[src/rtl/nco_pkg.sv]
// Shared constants for the NCO/mixer: accumulator width, reset tuning word, dither LFSR.
// The dither LFSR is only built when NCO_DITHER_EN is defined.
package nco_pkg;

  localparam int PHASE_W  = 26;
  localparam int LFSR_W   = 16;
  localparam int DITHER_W = 4;

  typedef logic [PHASE_W-1:0] phase_t;
  typedef logic [LFSR_W-1:0]  lfsr_t;

  localparam phase_t DEFAULT_INC = 26'h1312EB;
  localparam lfsr_t  LFSR_SEED   = 16'hACE1;
  // Right-shifting Galois form of x^16+x^14+x^13+x^11+1
  localparam lfsr_t  LFSR_TAPS   = 16'hB400;

  function automatic lfsr_t lfsr_next(input lfsr_t state);
    lfsr_t shifted;
    shifted = {1'b0, state[LFSR_W-1:1]};
    if (state[0]) begin
      lfsr_next = shifted ^ LFSR_TAPS;
    end else begin
      lfsr_next = shifted;
    end
  endfunction

endpackage

[src/rtl/nco_lfsr.sv]
// 16-bit Galois LFSR producing the low-order phase dither word.
// Instantiated by nco_mixer only when NCO_DITHER_EN is defined.
module nco_lfsr
  import nco_pkg::*;
(
  input  logic                CLK,
  input  logic                RSTb,
  output logic [DITHER_W-1:0] dither
);

  lfsr_t lfsr_r;

  // LFSR state register, advances once per clock
  always_ff @(posedge CLK or negedge RSTb) begin
    if (!RSTb) begin
      lfsr_r <= LFSR_SEED;
    end else begin
      lfsr_r <= lfsr_next(lfsr_r);
    end
  end

  assign dither = lfsr_r[DITHER_W-1:0];

endmodule

[src/rtl/nco_mixer.sv]
// Phase-accumulator NCO with wrap-synchronous retuning and a 1-bit quadrature mixer.
// Define NCO_DITHER_EN to add LFSR dither to the accumulator.
module nco_mixer
  import nco_pkg::*;
(
  input  logic               CLK,
  input  logic               RSTb,
  input  logic [PHASE_W-1:0] phase_inc,
  input  logic               RF_IN,
  output logic [PHASE_W-1:0] phase,
  output logic               lo_i,
  output logic               lo_q,
  output logic               mix_i,
  output logic               mix_q,
  output logic               wrap,
  output logic               upd_pending
);

  phase_t              phase_r;
  phase_t              active_inc_r;
  phase_t              shadow_r;
  phase_t              pending_inc_r;
  logic                upd_pending_r;
  logic                wrap_r;
  logic                rf_meta_r;
  logic                rf_s_r;
  logic                mix_i_r;
  logic                mix_q_r;
  logic [DITHER_W-1:0] dither_s;
  logic [PHASE_W:0]    sum_s;
  logic                carry_s;
  logic                change_s;
  logic                apply_s;
  logic                lo_i_s;
  logic                lo_q_s;

`ifdef NCO_DITHER_EN
  nco_lfsr u_lfsr (
    .CLK    (CLK),
    .RSTb   (RSTb),
    .dither (dither_s)
  );
`else
  assign dither_s = {DITHER_W{1'b0}};
`endif

  // Next-phase sum and retune decisions; a zero active increment never wraps,
  // so a pending word is applied immediately in that case.
  always_comb begin
    sum_s    = {1'b0, phase_r} + {1'b0, active_inc_r}
             + {{(PHASE_W + 1 - DITHER_W){1'b0}}, dither_s};
    carry_s  = sum_s[PHASE_W];
    change_s = (phase_inc != shadow_r);
    apply_s  = upd_pending_r & (carry_s | (active_inc_r == {PHASE_W{1'b0}}));
  end

  // Phase accumulator and wrap pulse
  always_ff @(posedge CLK or negedge RSTb) begin
    if (!RSTb) begin
      phase_r <= {PHASE_W{1'b0}};
      wrap_r  <= 1'b0;
    end else begin
      phase_r <= sum_s[PHASE_W-1:0];
      wrap_r  <= carry_s;
    end
  end

  // Tuning word capture; a change wins over a coincident apply for upd_pending
  always_ff @(posedge CLK or negedge RSTb) begin
    if (!RSTb) begin
      active_inc_r  <= DEFAULT_INC;
      shadow_r      <= DEFAULT_INC;
      pending_inc_r <= DEFAULT_INC;
      upd_pending_r <= 1'b0;
    end else begin
      if (apply_s) begin
        active_inc_r <= pending_inc_r;
      end
      if (change_s) begin
        shadow_r      <= phase_inc;
        pending_inc_r <= phase_inc;
        upd_pending_r <= 1'b1;
      end else if (apply_s) begin
        upd_pending_r <= 1'b0;
      end
    end
  end

  // Square-wave quadrature LO decoded from the top two phase bits
  always_comb begin
    lo_i_s = ~(phase_r[PHASE_W-1] ^ phase_r[PHASE_W-2]);
    lo_q_s = ~phase_r[PHASE_W-1];
  end

  // RF synchroniser and registered XNOR mixer
  always_ff @(posedge CLK or negedge RSTb) begin
    if (!RSTb) begin
      rf_meta_r <= 1'b0;
      rf_s_r    <= 1'b0;
      mix_i_r   <= 1'b0;
      mix_q_r   <= 1'b0;
    end else begin
      rf_meta_r <= RF_IN;
      rf_s_r    <= rf_meta_r;
      mix_i_r   <= ~(rf_s_r ^ lo_i_s);
      mix_q_r   <= ~(rf_s_r ^ lo_q_s);
    end
  end

  assign phase       = phase_r;
  assign lo_i        = lo_i_s;
  assign lo_q        = lo_q_s;
  assign mix_i       = mix_i_r;
  assign mix_q       = mix_q_r;
  assign wrap        = wrap_r;
  assign upd_pending = upd_pending_r;

endmodule

[config.mk]
export PLATFORM = sky130hd
export DESIGN_NAME = nco_mixer
export DESIGN_NICKNAME = d
export VERILOG_FILES = /design/src/rtl/nco_pkg.sv /design/src/rtl/nco_lfsr.sv /design/src/rtl/nco_mixer.sv
export SDC_FILE = /design/constraint.sdc
export NUM_CORES = 1
export LEC_CHECK = 0
export ABC_AREA = 1
export CAP_MARGIN = 20
export CORE_AREA = 2 2 107 109
export CTS_BUF_LIST = sky130_fd_sc_hd__clkbuf_8 sky130_fd_sc_hd__clkbuf_16
export DETAILED_ROUTE_END_ITERATION = 6
export DIE_AREA = 0 0 109 111
export HOLD_SLACK_MARGIN = 0.1
export PLACE_DENSITY = 0.78
export SYNTH_ARGS = -nofsm -noshare
export SYNTH_HDL_FRONTEND = slang
export SYNTH_SLANG_ARGS = --single-unit
[constraint.sdc]
create_clock -name CLK -period 4.7 [get_ports CLK]
set_input_delay 0.705 -clock CLK [delete_from_list [all_inputs] [get_ports CLK]]
set_output_delay 0.705 -clock CLK [all_outputs]
set_load 0.02 [all_outputs]
Word level (Yosys, flattened, before mapping). Cells that the tools add are included.

Add/sub/neg operators: 1. Multiply operators: 0. Divide/modulo/power cells: 0. Magnitude comparators: 0. Eq/ne operators: 1. Shift-type cells: 0. Mux-type cells: 2. Bitwise gates (word level): 9. Reduce and logical (&&, ||, !) cells: 2.

Operator list (number): adder 26 x 26 -> 27 bit (1); logical NOT 26 bit (1); != test 26 bit (1); NOT 1 bit (4); bitwise XOR 1 bit (3); two-way mux 1 bit (2); nonzero test 2 bit (1); AND 1 bit (1); bitwise OR 1 bit (1).

Register bits after elaboration: 84. Latch bits: 0. Bits in writable memories: 0. ROM bits: 0. Bits of input ports: 29. Output and inout port bits: 32. Logic and storage cells: 24. Memories kept: 0.

Depth between registers and ports, before layout. Gate-level depths: netlist (run 1).

Depth after elaboration: 5. Depth in mapped cells: 13. Mapped depth without buffers: 12.

Least setup slack after synthesis (run 1). Ideal clock, no wire load.

Path type: reg-to-reg. Start point: reg phase_r[0] (netlist: phase[0]). End point: reg active_inc_r[10]. Setup time: 0.117 ns. Arrival time: 1.941 ns. Data required time: 4.583 ns. Path slack: 2.642 ns. Cell stages (with the launch flop): 12. Path buffers: 1. Clock period less this slack: 2.058 ns. Path through: dfrtp_1 > ha_1 > fa_1 > nand2_1 > nand3_2 > nand2_2 > nand2_4 > nand2_4 > nand3_4 > buf_4 > nand3_1 > nand2_1.

Longest elaborated chain between the ends: 3.

Ends and longest elaborated chain: start: declaration (line nco_mixer.sv:19) `phase_t phase_r;`; start signal: assignment (line nco_mixer.sv:60) `phase_r <= {PHASE_W{1'b0}};`; start signal: assignment (line nco_mixer.sv:63) `phase_r <= sum_s[PHASE_W-1:0];`; adder 26 x 26 -> 27 bit (line nco_mixer.sv:50) `sum_s = {1'b0, phase_r} + {1'b0, active_inc_r}`; bitwise OR 1 bit (line nco_mixer.sv:54) `apply_s = upd_pending_r & (carry_s | (active_inc_r == {PHASE_W{1'b0}}));`; AND 1 bit (line nco_mixer.sv:54); end signal: assignment (line nco_mixer.sv:77) `active_inc_r <= pending_inc_r;`; end: declaration (line nco_mixer.sv:20) `phase_t active_inc_r;`.

Every way passes these cells. A chain may end at the register's enable or synchronous reset.

Worst setup path after layout (run 1).
Start point: reg upd_pending_r (netlist: upd_pending). End point: out upd_pending.

RTL lines: start: declaration (line nco_mixer.sv:23) `logic upd_pending_r;`; start signal: assignment (line nco_mixer.sv:74) `upd_pending_r <= 1'b0;`; start signal: assignment (line nco_mixer.sv:82) `upd_pending_r <= 1'b1;`; start signal: assignment (line nco_mixer.sv:84) `upd_pending_r <= 1'b0;`; end: declaration (line nco_mixer.sv:16) `output logic upd_pending`.

No word-level cell between the ends.

==> results of run 1 <==
==> area by class of cell <==
| cell class | instances | area share |
|---|---|---|
| Multi-Input combinational cell | 408 | 0.4005 |
| Sequential cell | 84 | 0.3719 |
| Timing Repair Buffer | 61 | 0.1092 |
| Clock buffer | 12 | 0.04654 |
| Inverter | 51 | 0.03343 |
| Tap cell | 143 | 0.03124 |
| Clock inverter | 4 | 0.007210 |
==> stage by stage <==
stage,util,instances,hold slack (ns)
final,0.5170,763,0.2242
after detailed placement,0.4867,746,0.3471
after global routing,0.5170,763,0.2302
after global placement,0.4867,746,0.3320
after CTS,0.5145,762,0.3616
after floorplan,-,576,0.3312
==> synth_stat cells <==
cell type and count:
buf_2 1, nand3_4 1, nand2_2 24, ha_1 26, nor2_1 51, xor2_1 27
nand2_1 144, nand2_4 2, nand3b_1 1, inv_1 50, dfrtp_1 62, xnor2_1 10
o21a_1 2, inv_2 1, dfstp_2 22, nand3_2 1, nand3_1 43, buf_12 2
a21oi_1 23, o22ai_1 4, and2_2 1, clkbuf_1 28, nand4_1 10, nor3_1 8
a21oi_4 1, nand2_8 1, a21oi_2 1, nor2_2 3, a22o_1 1, buf_4 2
fa_1 1, nor4_1 1, o21ai_0 13, a21o_1 3, o21bai_1 5
==> routing by layer <==
metal	GRT usage	vias up	routed length, um	part of all wire
met5	0	-	0	0
met4	0.08376	0	340	0.031
met3	0.03351	25	561	0.051
met2	0.3213	112	5223	0.47
met1	0.2627	1821	4871	0.44
li1	-	1915	-	-
==> final timing paths <==
kind	to	slack, ns	cells after the start
min in group CLK	rf_s_r$_DFF_PN0_	0.36	0
worst min-delay path	mix_q$_DFF_PN0_	0.22	1
worst max-delay path	upd_pending	1.92	1
worst min register to register	rf_s_r$_DFF_PN0_	0.36	0
worst max register to register	active_inc_r[4]$_DFFE_PN0P_	2.33	10
max in group asynchronous	pending_inc_r[6]$_DFFE_PN1P_	3.82	2
==> cells by family after synthesis <==
logic type | share of synthesized area
adder cells (fa/ha/maj) | 0.07225
flip-flops | 0.4455
buffers and inverters | 0.07460
XOR/XNOR | 0.06780
AND/OR/NAND/NOR | 0.2741
AO/OA/AOI/OAI | 0.06571
==> flip-flops by register name, indices dropped and copies added (netlist names) <==
name	count
phase	26
pending_inc_r	26
upd_pending	1
mix_q	1
rf_meta_r	1
wrap	1
active_inc_r	26
rf_s_r	1
mix_i	1
==> summary.md, run 1 <==
| Metric | Value |
|---|---|
| GR Util All Layers | `0.1993` |
| DR WL/cell | `14.41 um` |
| Critical R2R Launch | `active_inc_r[5]$_DFFE_PN1P_` |
| Ant diodes | `0` |
| CP required | `3.99 ns` |
| Initial core utilization | `0.4315` |
| Worst slew margin | `0.3608` |
| CTS Hold Bufs | `0` |
| Worst setup margin | `1.924 ns` |
| Nets@finish | `671` |
| Placement Rows | `39` |
| DIE WIDTH | `109 um` |
| Delay-heaviest family, CP | `flip-flops` |
| Worst path arrival time | `2.07 ns` |
| #FFs+latches synth | `84` |
| Crit end category | `output pin` |
| Post-DP HPWL | `8.652 mm` |
| Outcome | `complete, no violations` |
| Vias in the first global route | `4,022` |
| P&R area growth vs syn | `19.82%` |
| Drt first-iter violations | `160` |
| Distinct cells, synth | `35` |
| CP peak stage delay | `0.97 ns` |
| GRT overflow | `0` |
| Commonest non-fill, non-tap cell in the layout | `nand2_1` |
| Drt total wl | `11.00 mm` |
| Sequential-to-total area share from yosys stat | `0.4455` |
| Clock root buffer master | `clkbuf_16` |
| Worst path cell trace | `clkdlybuf4s50_1` |
| Clock Path Buffers | `2` |
| PostCTS Resize Cnt | `0` |
| Mapped Cells | `576` |
| Via density per instance | `5.076` |
| Clock Sinks | `84` |
| Yosys warning count | `0` |
| Routed Antenna Nets | `0` |
| F_max | `360.3 MHz` |
| # DRC | `0` |
| Mapped cell area | `0.004780 sq mm` |
| Fill cell count | `995` |
| Place WS | `2.292 ns` |
| Fin crit share | `0.5906` |
| Worst-margin pin slew | `0.9588 ns` |
| Endpoints failing hold | `0` |
| Synth top area cells | `dfrtp_1 (32%), dfstp_2 (12%), nand2_1 (11%)` |
| Wire length of the first global-routing pass | `18.80 mm` |
| Fin Clk Skew | `0.01071 ns` |
| CTS tree | `built` |
| Maxcap violations | `0` |
| Slowest cell on the critical path | `dfrtp_1` |
| Drt first pass iters | `5` |
| Crit Path Class | `reg -> out` |
| Min-delay worst type | `in -> async` |
| Final min period | `2.776 ns` |
| PortBufs | `60` |
| Synth area leader | `dfrtp_1` |
| Core area | `0.01108 sq mm` |
| Largest net degree at the start of global routing | `85` |
| GPL Wtd Cong | `0.9435` |
| Worst skew pair latency | `0.34 ns` |
| Area taken by multi-input logic gates | `0.002293 sq mm` |
| Post-synth top area share | `0.3246` |
| H-Tree Depth | `3` |
| Clk slew on worst S/H paths | `0.06 ns` |
| Syn Nets | `632` |
| Ratio of cells with drive above 1 in the final layout | `0.1177` |
| Crit path buf inv count | `1` |
| RSZ-0062 raised after global routing | `false` |
| Critical Path Start | `upd_pending$_DFFE_PN0P_` |
| Total negative slack | `0 ns` |
| Commonest non-fill, non-tap cells in the layout | `nand2_1 (144), dfrtp_1 (62), clkdlybuf4s50_1 (59)` |
| CP startpoint kind | `flop` |
| Avg Synthesized Cell Area | `8.298 sq um` |
| CTS buffer count | `9` |
| Slew Viols, Final | `0` |
| Die Area | `0.01210 sq mm` |
| Total number of vias | `3,873` |
| Initial antenna violation count | `0` |
| Final setup fails | `0` |
| Flip-flop and latch area | `0.002130 sq mm` |
| Finished Cell Area | `0.005727 sq mm` |
| Crit path max fanout | `29` |
| Io pins | `61` |
| Placed inst area | `0.005391 sq mm` |
| Die H | `111 um` |
| Post-CTS setup repair buffer count | `0` |
Power of run 1 is left out: the tool's default activity adds up to more than one toggle a clock period on the data nets, which glitch-free logic cannot reach.
==> run 2, diff against run 1 <==
--- a/config.mk
+++ b/config.mk
@@ -12,7 +12,7 @@
 export DETAILED_ROUTE_END_ITERATION = 6
 export DIE_AREA = 0 0 109 111
 export HOLD_SLACK_MARGIN = 0.1
-export PLACE_DENSITY = 0.78
+export PLACE_DENSITY = 0.8
 export SYNTH_ARGS = -nofsm -noshare
 export SYNTH_HDL_FRONTEND = slang
 export SYNTH_SLANG_ARGS = --single-unit
==> constraint.sdc (replaced) <==
create_clock -name CLK -period 2.3 [get_ports CLK]
set_input_delay 0.345 -clock CLK [delete_from_list [all_inputs] [get_ports CLK]]
set_output_delay 0.345 -clock CLK [all_outputs]
set_load 0.02 [all_outputs]
==> run 2 against run 1 <==
First-iteration DRC count rose by 34%; utilization is 0.38 points higher; clock-buffer cell count decreased by 2; non-clock buffer count up 5; global-route usage up 0.54 points; critical path depth increased by 11.
==> summary.md, run 2 (same netlist as run 1, synthesis figures left out) <==
| Metric | Value |
|---|---|
| Outcome | `complete, no violations` |
| Commonest non-fill, non-tap cells in the layout | `nand2_1 (144), dfrtp_1 (62), clkdlybuf4s50_1 (59)` |
| Slowest cell on the critical path | `dfrtp_1` |
| Ratio of cells with drive above 1 in the final layout | `0.1264` |
| Post-CTS setup repair buffer count | `0` |
| Total number of vias | `3,895` |
| Io pins | `61` |
| Min-delay worst type | `reg -> reg` |
| Routed Antenna Nets | `0` |
| DIE WIDTH | `109 um` |
| R2r endpoint | `active_inc_r[4]$_DFFE_PN0P_` |
| R2r worst-path depth | `12` |
| CP startpoint kind | `flop` |
| Clk slew on worst S/H paths | `0.06 ns` |
| CTS buffer count | `9` |
| Slew Viols, Final | `0` |
| Maxcap violations | `0` |
| H-Tree Depth | `3` |
| F_max | `473.0 MHz` |
| Initial antenna violation count | `0` |
| Largest net degree at the start of global routing | `47` |
| P&R area growth vs syn | `20.71%` |
| DR WL/cell | `15.02 um` |
| Worst Hold End | `rf_s_r$_DFF_PN0_` |
| Commonest non-fill, non-tap cell in the layout | `nand2_1` |
| Fin Clk Skew | `0.004845 ns` |
| Fill cell count | `1,020` |
| Via density per instance | `5.072` |
| CTS tree | `built` |
| Drt first pass iters | `4` |
| Drt total wl | `11.54 mm` |
| Die H | `111 um` |
| Worst-margin pin slew | `0.5860 ns` |
| Total negative slack | `0 ns` |
| Drt first-iter violations | `215` |
| Clock root buffer master | `clkbuf_16` |
| Core area | `0.01108 sq mm` |
| RSZ-0062 raised after global routing | `false` |
| Crit path buf inv count | `2` |
| Worst skew pair latency | `0.34 ns` |
| Worst slew margin | `0.6093` |
| Fin crit share | `0.9193` |
| GR Util All Layers | `0.2047` |
| Worst path arrival time | `2.35 ns` |
| Clock Sinks | `84` |
| CP peak stage delay | `0.43 ns` |
| Initial core utilization | `0.4315` |
| Crit Path Class | `reg -> reg` |
| Final min period | `2.114 ns` |
| Die Area | `0.01210 sq mm` |
| PortBufs | `60` |
| GPL Wtd Cong | `0.8820` |
| Ant diodes | `0` |
| Flop-to-flop setup slack | `0.19 ns` |
| Cells on Worst Hold Path | `0` |
| # DRC | `0` |
| GRT overflow | `0` |
| Most used cell, CP | `nand2_1` |
| Vias in the first global route | `3,951` |
| Post-DP HPWL | `9.078 mm` |
| Nets@finish | `676` |
| Crit end category | `flop` |
| Critical R2R Launch | `active_inc_r[23]$_DFFE_PN0P_` |
| Worst hold start | `rf_meta_r$_DFF_PN0_` |
| Placement Rows | `39` |
| Worst path cell trace | `ha_1 > nand2_1 > nand2_1 > inv_1 > nor2_1 > nor2_1 > nand2_1 > a21oi_4 > nand3_4 > buf_6 > nand3_1 > nand2_1` |
| Delay-heaviest family, CP | `simple AND/OR/NAND/NOR gates` |
| Crit path max fanout | `26` |
| CP required | `2.53 ns` |
| Wire length of the first global-routing pass | `19.03 mm` |
| Endpoints failing hold | `0` |
| Final setup fails | `0` |
| Clock Path Buffers | `2` |
[run 2: cell count changes in the layout (fill, tap and decap cells not counted)]
cell / delta
bufinv_16: +1
buf_6: +1
clkbuf_8: -2
inv_6: +1
dlygate4sd3_1: +1
inv_1: -2
buf_4: +4
buf_16: -1
clkinvlp_4: +2
[run 2: metal layers]
| layer | vias to the layer above | routed length, um | GRT usage |
|---|---|---|---|
| li1 | 1934 | - | - |
| met1 | 1841 | 5172 | 0.2721 |
| met2 | 101 | 5557 | 0.3321 |
| met3 | 19 | 528 | 0.03821 |
| met4 | 0 | 277 | 0.07179 |
| met5 | - | 0 | 0 |
[run 2: per-stage QoR]
step	hold slack [ns]	instance area (sq um)	setup WS, ns	instances	utilization
after floorplan	0.04941	4780	0.2421	576	-
after global placement	0.3318	5429	0.2306	751	0.4901
after detailed placement	0.3372	5429	0.1630	751	0.4901
after CTS	0.3506	5766	0.1039	768	0.5205
after global routing	0.3512	5769	0.02962	768	0.5208
final	0.3505	5769	0.1856	768	0.5208
[run 2: timing repair]
| item | 4_1_cts | 5_1_grt |
|---|---|---|
| hold buffers | 1 | 0 |
| endpoints found under the hold margin | 30 | 0 |
| endpoints found under the setup margin | 0 | 10 |
| gates resized for setup | 0 | 1 |
[run 2: final cells by class]
type,count,area [sq um],area share
Multi-Input combinational cell,408,2293,0.3975
Sequential cell,84,2130,0.3691
Timing Repair Buffer,66,649.4,0.1126
Clock buffer,10,239.0,0.04142
Inverter,51,191.4,0.03318
Tap cell,143,178.9,0.03101
Clock inverter,6,87.58,0.01518
[run 2: how the worst max path moves through the flow]
stage,to,depth (start not counted),from,slack (ns)
2_1_floorplan,active_inc_r[10]$_DFFE_PN0P_,11,phase[0]$_DFF_PN0_,0.24
3_3_place_gp,active_inc_r[5]$_DFFE_PN1P_,10,active_inc_r[18]$_DFFE_PN0P_,0.23
3_5_place_dp,active_inc_r[4]$_DFFE_PN0P_,11,phase[0]$_DFF_PN0_,0.16
4_1_cts,active_inc_r[4]$_DFFE_PN0P_,12,active_inc_r[23]$_DFFE_PN0P_,0.10
5_1_grt,active_inc_r[25]$_DFFE_PN0P_,11,phase[0]$_DFF_PN0_,0.03
6_report,active_inc_r[4]$_DFFE_PN0P_,12,active_inc_r[23]$_DFFE_PN0P_,0.19
Power of run 2 is left out for the same reason.
